===== config.mk =====
export PLATFORM = sky130hd
export DESIGN_NAME = shift_seq
export DESIGN_NICKNAME = d
export VERILOG_FILES = /design/src/rtl/shift_pkg.sv /design/src/rtl/shift_step.sv /design/src/rtl/shift_seq.sv
export SDC_FILE = /design/constraint.sdc
export NUM_CORES = 1
export LEC_CHECK = 0
export ABC_AREA = 1
export CORE_ASPECT_RATIO = 1.2
export CORE_MARGIN = 4
export CORE_UTILIZATION = 49
export DETAILED_ROUTE_END_ITERATION = 8
export GPL_ROUTABILITY_DRIVEN = 0
export PLACE_DENSITY = 0.76
export SLEW_MARGIN = 20
export SYNTH_ARGS = -nofsm -noshare
export SYNTH_HDL_FRONTEND = slang
export SYNTH_SLANG_ARGS = --single-unit

===== constraint.sdc =====
create_clock -name clk -period 1.7 [get_ports clk]
set_input_delay 0.255 -clock clk [delete_from_list [all_inputs] [get_ports clk]]
set_output_delay 0.255 -clock clk [all_outputs]
set_load 0.01 [all_outputs]

===== src/rtl/shift_pkg.sv =====
// shift_pkg: shared enums for the multi-cycle shifter
//   op_e    : shift mode encoding (SRL=00, SRA=01, SLL=10, ROR=11)
//   state_e : controller states (IDLE, SHIFT, DONE)
package shift_pkg;

   typedef enum logic [1:0] {
      SRL = 2'b00,
      SRA = 2'b01,
      SLL = 2'b10,
      ROR = 2'b11
   } op_e;

   typedef enum logic [1:0] {
      IDLE  = 2'b00,
      SHIFT = 2'b01,
      DONE  = 2'b10
   } state_e;

endpackage


===== src/rtl/shift_step.sv =====
// shift_step: combinational shift of one word by k (0..STEP) bits in a given mode
//   i_data : operand
//   i_k    : shift amount for this step
//   i_op   : shift mode
//   o_data : shifted result
module shift_step
   import shift_pkg::*;
#(
   parameter  int WIDTH = 32,
   parameter  int STEP  = 1,
   localparam int KW    = $clog2(STEP + 1)
) (
   input  logic [WIDTH-1:0] i_data,
   input  logic [KW-1:0]    i_k,
   input  op_e              i_op,
   output logic [WIDTH-1:0] o_data
);

   logic signed [WIDTH-1:0] w_sra;
   logic        [WIDTH-1:0] w_ror;

   // kept in its own signed net so the arithmetic shift is not turned logical
   // by mixing with unsigned operands in the mode select below
   assign w_sra = $signed(i_data) >>> i_k;
   // rotating a doubled word right leaves the rotated value in the low half
   assign w_ror = WIDTH'({i_data, i_data} >> i_k);

   always_comb
      o_data = (i_op == SRL) ? i_data >> i_k :
               (i_op == SRA) ? w_sra :
               (i_op == SLL) ? i_data << i_k : w_ror;

endmodule


===== src/rtl/shift_seq.sv =====
// shift_seq: multi-cycle shifter, up to STEP bits per cycle, valid/ready in and out
//   clk, rst_n          : clock, asynchronous active-low reset
//   in_valid, in_ready  : request handshake (in_ready high only in IDLE)
//   din, shamt, op      : operand, shift amount, mode (sampled at handshake)
//   out_valid, out_ready: result handshake (out_valid high only in DONE)
//   dout                : result / working register
//   busy                : high in SHIFT or DONE
module shift_seq
   import shift_pkg::*;
#(
   parameter  int WIDTH = 32,
   parameter  int STEP  = 1,
   localparam int SHW   = $clog2(WIDTH),
   localparam int KW    = $clog2(STEP + 1)
) (
   input  logic             clk,
   input  logic             rst_n,
   input  logic             in_valid,
   output logic             in_ready,
   input  logic [WIDTH-1:0] din,
   input  logic [SHW-1:0]   shamt,
   input  logic [1:0]       op,
   output logic             out_valid,
   input  logic             out_ready,
   output logic [WIDTH-1:0] dout,
   output logic             busy
);

   state_e           r_state;
   op_e              r_op;
   logic [SHW-1:0]   r_rem;
   logic [WIDTH-1:0] r_dout;
   logic [SHW-1:0]   w_k;
   logic [WIDTH-1:0] w_step;

   // k = min(STEP, remaining); when STEP covers the whole word, remaining always fits
   assign w_k = (STEP < WIDTH && r_rem > SHW'(STEP)) ? SHW'(STEP) : r_rem;

   shift_step #(
      .WIDTH (WIDTH),
      .STEP  (STEP)
   ) u_step (
      .i_data (r_dout),
      .i_k    (KW'(w_k)),
      .i_op   (r_op),
      .o_data (w_step)
   );

   always_ff @(posedge clk or negedge rst_n) begin
      if (!rst_n) begin
         r_state <= IDLE;
         r_op    <= SRL;
         r_rem   <= '0;
         r_dout  <= '0;
      end else begin
         case (r_state)
            IDLE:
               if (in_valid) begin
                  r_dout  <= din;
                  r_op    <= op_e'(op);
                  r_rem   <= shamt;
                  r_state <= (shamt != '0) ? SHIFT : DONE;
               end
            SHIFT: begin
               r_dout <= w_step;
               r_rem  <= r_rem - w_k;
               if (r_rem == w_k)
                  r_state <= DONE;
            end
            DONE:
               if (out_ready)
                  r_state <= IDLE;
            default:
               r_state <= IDLE;
         endcase
      end
   end

   assign in_ready  = (r_state == IDLE);
   assign out_valid = (r_state == DONE);
   assign busy      = (r_state == SHIFT) || (r_state == DONE);
   assign dout      = r_dout;

endmodule


; ---- After elaboration in Yosys (flattened, before gate mapping)
; Cells that the tools add are included.
[totals]
ff_bits = 41
input_bits = 43
out_inout_bits = 35
[op_classes]
add_sub_neg = 1
order_cmp = 1
eq_ne = 8
shift = 4
muxes = 13
n_reduce_logical = 8
[op_table]
columns = cell, count
row1 = $mux W32, 4
row2 = $pmux W32 S2, 1
row3 = $shr A64 B1 Y32, 1
row4 = $shl A32 B1 Y32, 1
row5 = $shr A32 B1 Y32, 1
row6 = $sshr A32 B1 Y32, 1
row7 = $mux W5, 2
row8 = $pmux W5 S2, 1
row9 = $mux W2, 4
row10 = $pmux W2 S3, 1
row11 = $eq A5 B5 Y1, 1
row12 = $gt A5 B1 Y1 const B, 1
row13 = $reduce_bool A5 Y1, 1
row14 = $sub A5 B5 Y5, 1
row15 = $eq A2 B1 Y1 const B, 2
row16 = $eq A2 B2 Y1 const B, 2
row17 = $logic_not A2 Y1, 2
row18 = $ne A2 B2 Y1 const B, 2
row19 = $reduce_and A2 Y1, 2
row20 = $reduce_and A3 Y1, 1
row21 = $ne A2 B1 Y1 const B, 1
row22 = $reduce_bool A2 Y1, 1
row23 = $logic_or A1 B1 Y1, 1

; ---- Logic depth before layout (Yosys ltp)
[logic_depth]
depth_word = 7
mapped_depth = 10
depth_no_buf = 9

; ---- Modules after synthesis
; Synthesis repeated with hierarchy kept, for this count alone.
[hier_totals]
hier_cells = 471
area_unflattened_um2 = 3045.4
[by_module_without_submodules]
columns = module, instances, cells_each, area_each_um2, seq_area_each_um2
row1 = shift_seq, 1, 263, 2069.5, 1026.0
row2 = shift_step, 1, 208, 975.9, 0.0

; ---- Worst setup path before layout
; Ideal clock, no wire load.
[synth_timing]
path_type = flip-flop to flip-flop
from = register r_state[0]
to = register r_dout[30] (netlist: dout[30])
setup_ns = 0.077
t_arrival_ns = 1.506
t_required_ns = 1.623
setup_slack_ns = 0.116
stages_incl_launch_ff = 10
n_path_buf = 1
cell_sequence = dfrtp_1 -> inv_1 -> ha_1 -> nand2_1 -> o21ai_2 -> nand2_4 -> inv_2 -> buf_2 -> nor2_1 -> a21oi_1
[synth_between]
elab_chain_cells = 3
word_cells_on_any_way = 6
[synth_rtl]
columns = element, line
row1 = start: declaration, shift_seq.sv:29  ; state_e r_state;
row2 = start signal: assignment, shift_seq.sv:62  ; r_state <= (shamt != '0) ? SHIFT : DONE;
row3 = $logic_not A2 Y1 *, --
row4 = named net in_ready, shift_seq.sv:19  ; output logic in_ready,
row5 = $ne A2 B2 Y1 (no source line) or $reduce_bool A2 Y1 (tied branches), --
row6 = $reduce_and A2 Y1 (no source line), --
row7 = end signal: assignment, shift_seq.sv:59  ; r_dout <= din;
row8 = end signal: assignment, shift_seq.sv:65  ; r_dout <= w_step;
row9 = end: declaration, shift_seq.sv:32  ; logic [WIDTH-1:0] r_dout;
; Mark *: on every way through the listed nets, which the timed path passes. The rest lies on a longest branch.
; A chain may end at the register's enable or synchronous reset.

; ---- Worst setup path in the final report
[layout_timing]
from = register r_state[0]
to = output busy
[layout_between]
elab_chain_cells = 2
word_cells_on_any_way = 3
[layout_rtl]
columns = element, line
row1 = $eq A2 B1 Y1 or $eq A2 B2 Y1 (tied branches), shift_seq.sv:81  ; assign busy = (r_state == SHIFT) || (r_state == DONE);
row2 = $logic_or A1 B1 Y1 *, shift_seq.sv:81
row3 = end: declaration, shift_seq.sv:26  ; output logic busy
; Mark *: on every way between the ends. The rest lies on a longest branch, timed or not.

==> results by group <==
GRT
  – Largest net degree at the start of global routing: 39
  – Vias in the first global route: approximately 3.3k
  – Initial antenna violation count: 0
  – Grt total ovfl: 0
  – Total track usage: ~24%
  – First-pass GRT wire length: about 15000 um

Yosys
  – Synth warn: 0
  – Yosys reg bits: 41
  – Post-Syn Area: roughly 3000 um2
  – EDFF count, synth: 0
  – Cell variety after synth: 26
  – Ys flop type: dfrtp_1
  – Cells after Synth: ~470
  – Syn nets: just over 500
  – Avg Inst Size Synth: 6.363 um2
  – Sequential area share after synthesis: roughly a third
  – Asr flop ratio synth: between 90% and 100%

STA
  – Slew @ Worst Pin: approximately 0.67 ns
  – Fmax: a little over 600 MHz
  – Fin crit period: between 1.5 and 2 ns
  – Setup TNS Final: 0 ns
  – Final setup violation count: 0
  – Setup WS post-layout: between 0.09 and 0.1 ns
  – Worst Skew: ~0.0076 ns
  – Relative slew slack: a little under three fifths
  – Hold slack final: -0.01961 ns
  – Final hold viol count: 25
  – Slew Viols, Final: 0
  – Fin crit share: 94.28%

Detailed routing
  – DR WL/cell: between 10 and 15 um
  – Via/cell ratio: between 5 and 6
  – Initial DRT Pass Iterations: 5
  – Final ANT Viol Nets: 0
  – Vias: 3418
  – DR iter-0 viols: 378
  – Routed wire length: 8641 um
  – DRC viols: 0

Floorplanning
  – Initial Util: between 50 and 60%
  – Row cnt: 30
  – Io pins: between 70 and 80
  – Chip width: a little under 80 um
  – Total Die Area: approximately 7400 um2
  – Core area: 5781 um2
  – Die Y: 93.22 um

Final layout
  – Ratio of cells with drive above 1 in the final layout: between 9 and 10%
  – Synthesis-to-finish area growth: 35.91%
  – Most frequent cells in the layout: nor2_1, nand2_1, clkdlybuf4s50_1
  – Nets: between 500 and 600
  – Commonest non-fill, non-tap cell in the layout: nor2_1
  – N_diodes: 0

Critical path
  – CP Launch Type: register
  – Crit end category: output port
  – Reg2Reg Setup Slack: 0.14 ns
  – Worst reg2reg endpoint: dout[23]
  – Worst Path Required: between 1 and 1.5 ns
  – Critical Path Fanout Max: 3
  – Crit path kind: reg -> out
  – FF-to-FF path depth: 9
  – Worst r2r src: r_state[0]
  – Critical Path AT: around 1.4 ns

Clock network
  – Clock Sinks: approximately 40
  – Root buffer cell: clkbuf_8
  – CTS Buf Count: 5
  – Hold-fix buffers, CTS: 0
  – CTS Buffer Depth: 2
  – Clk pin slew, worst setup/hold paths: roughly 0.08 ns
  – Clk_lat worst skew: around 0.3 ns
  – CTS H-tree lvls: 2
  – CTS tree: yes

Pwr
  – Clock Power Share: 7.9%
  – Switching Share: around 50%
  – Psw: approximately 4100 uW
  – Sequential Power Share: 25.1%
  – Pwr/cell area: a little over 2000 nW/um2
  – Int Power: just over 4000 uW
  – Leakage power: about 0.0019 uW
  – Logic pwr share: around two thirds
  – Worst vdd ir: about 1.2 mV

Min path
  – Hold crit path type: in -> async

Run
  – Total of max-cap violations: 0

Run status
  – Failing checks: hold timing
  – Outcome: finished, violations left

Place
  – Pre-CTS setup slack: 0.05041 ns
  – Port Buffer Count: 77
  – Detailed placement HPWL: 6075 um
critical path, stage by stage (launching register included):
cell           delay, ns
dfrtp_1             0.41
inv_1               0.15
ha_4                0.22
dlygate4sd2_1       0.28
power by group through the flow:
stage	sequential, uW	clock (uW)	combinational (uW)
2_1_floorplan	2090	0	3230
3_3_place_gp	2010	0	5230
3_5_place_dp	2020	0	5360
4_1_cts	2010	657	5340
5_1_grt	2140	703	6190
6_report	2060	644	5500
what timing repair did:
item,CTS,global route
setup buffers,0,1
setup endpoints to repair,3,34
gates resized for setup,4,14
pin swaps,0,1
final cells by class:
cell class / count / area, um2
clock buffers: 6 / 72.57
multi-input cells: 345 / 1659
inverters: 48 / 180.2
repair buffers: 100 / 979.7
fillers: 514 / 1750
well taps: 80 / 100.1
flip-flops and latches: 41 / 1028
clock inverters: 2 / 10.01
registers in the layout, indices dropped and copies added, names as in the netlist:
name / cells
dout: 32
r_rem: 5
r_op: 2
r_state: 2
cells in the mapped netlist (2+ instances only):
master / instances / share of area [%]
nor2_1: 102 / 13
nand2_1: 81 / 10
a21oi_1: 68 / 11
inv_1: 45 / 5.7
dfrtp_1: 41 / 35
nand3_1: 38 / 6.4
nand4_1: 30 / 6.3
buf_2: 15 / 2.5
clkbuf_1: 12 / 1.5
o21ai_0: 8 / 1.4
ha_1: 4 / 1.7
inv_2: 3 / 0.38
a31oi_1: 2 / 0.42
buf_1: 2 / 0.25
buf_4: 2 / 0.51
nor3_1: 2 / 0.34
o22ai_1: 2 / 0.42
worst max-delay path by stage:
stage                from  endpoint  slack (ns)  cells past startpoint
6_report       r_state[0]      busy         0.1                      3
5_1_grt        r_state[0]   dout[1]      -0.005                      9
4_1_cts        r_state[1]   dout[6]        0.04                      9
3_5_place_dp   r_state[1]  dout[11]        0.05                      8
3_3_place_gp   r_state[1]  dout[12]        0.12                      9
2_1_floorplan  r_state[0]  dout[30]        0.12                      9
metal layers:
layer | routed length [um] | vias to the layer above | GRT usage [%]
met2 | 4340 | 134 | 41.29
met1 | 3693 | 1596 | 31.66
met3 | 488 | 12 | 3.757
li1 | - | 1676 | -
met5 | 0 | - | 0
met4 | 119 | 0 | 8.739
logic make-up (layout without fill, tap and decap cells):
group                    Yosys count  count (layout)  share of synthesized area [%]
adder cells (fa/ha/maj)            4               4                          1.688
AO/OA/AOI/OAI                     82              82                          14.22
AND/OR/NAND/NOR                  259             259                          38.23
flip-flops                        41              41                          34.60
buffers and inverters             80             156                          11.27
stage by stage:
| step | area, um2 | cells | hold slack, ns | util [%] | power (uW) |
|---|---|---|---|---|---|
| 6_report | 4030 | 622 | -0.01961 | 69.72 | 8196 |
| 5_1_grt | 4030 | 622 | 0.02588 | 69.72 | 9028 |
| 4_1_cts | 3964 | 621 | 0.006050 | 68.57 | 8008 |
| 3_5_place_dp | 3882 | 613 | 0.3270 | 67.16 | 7380 |
| 3_3_place_gp | 3882 | 613 | 0.3211 | 67.16 | 7238 |
| 2_1_floorplan | 2965 | 466 | -0.04059 | - | 5320 |
(Power assumes the default switching activity.)
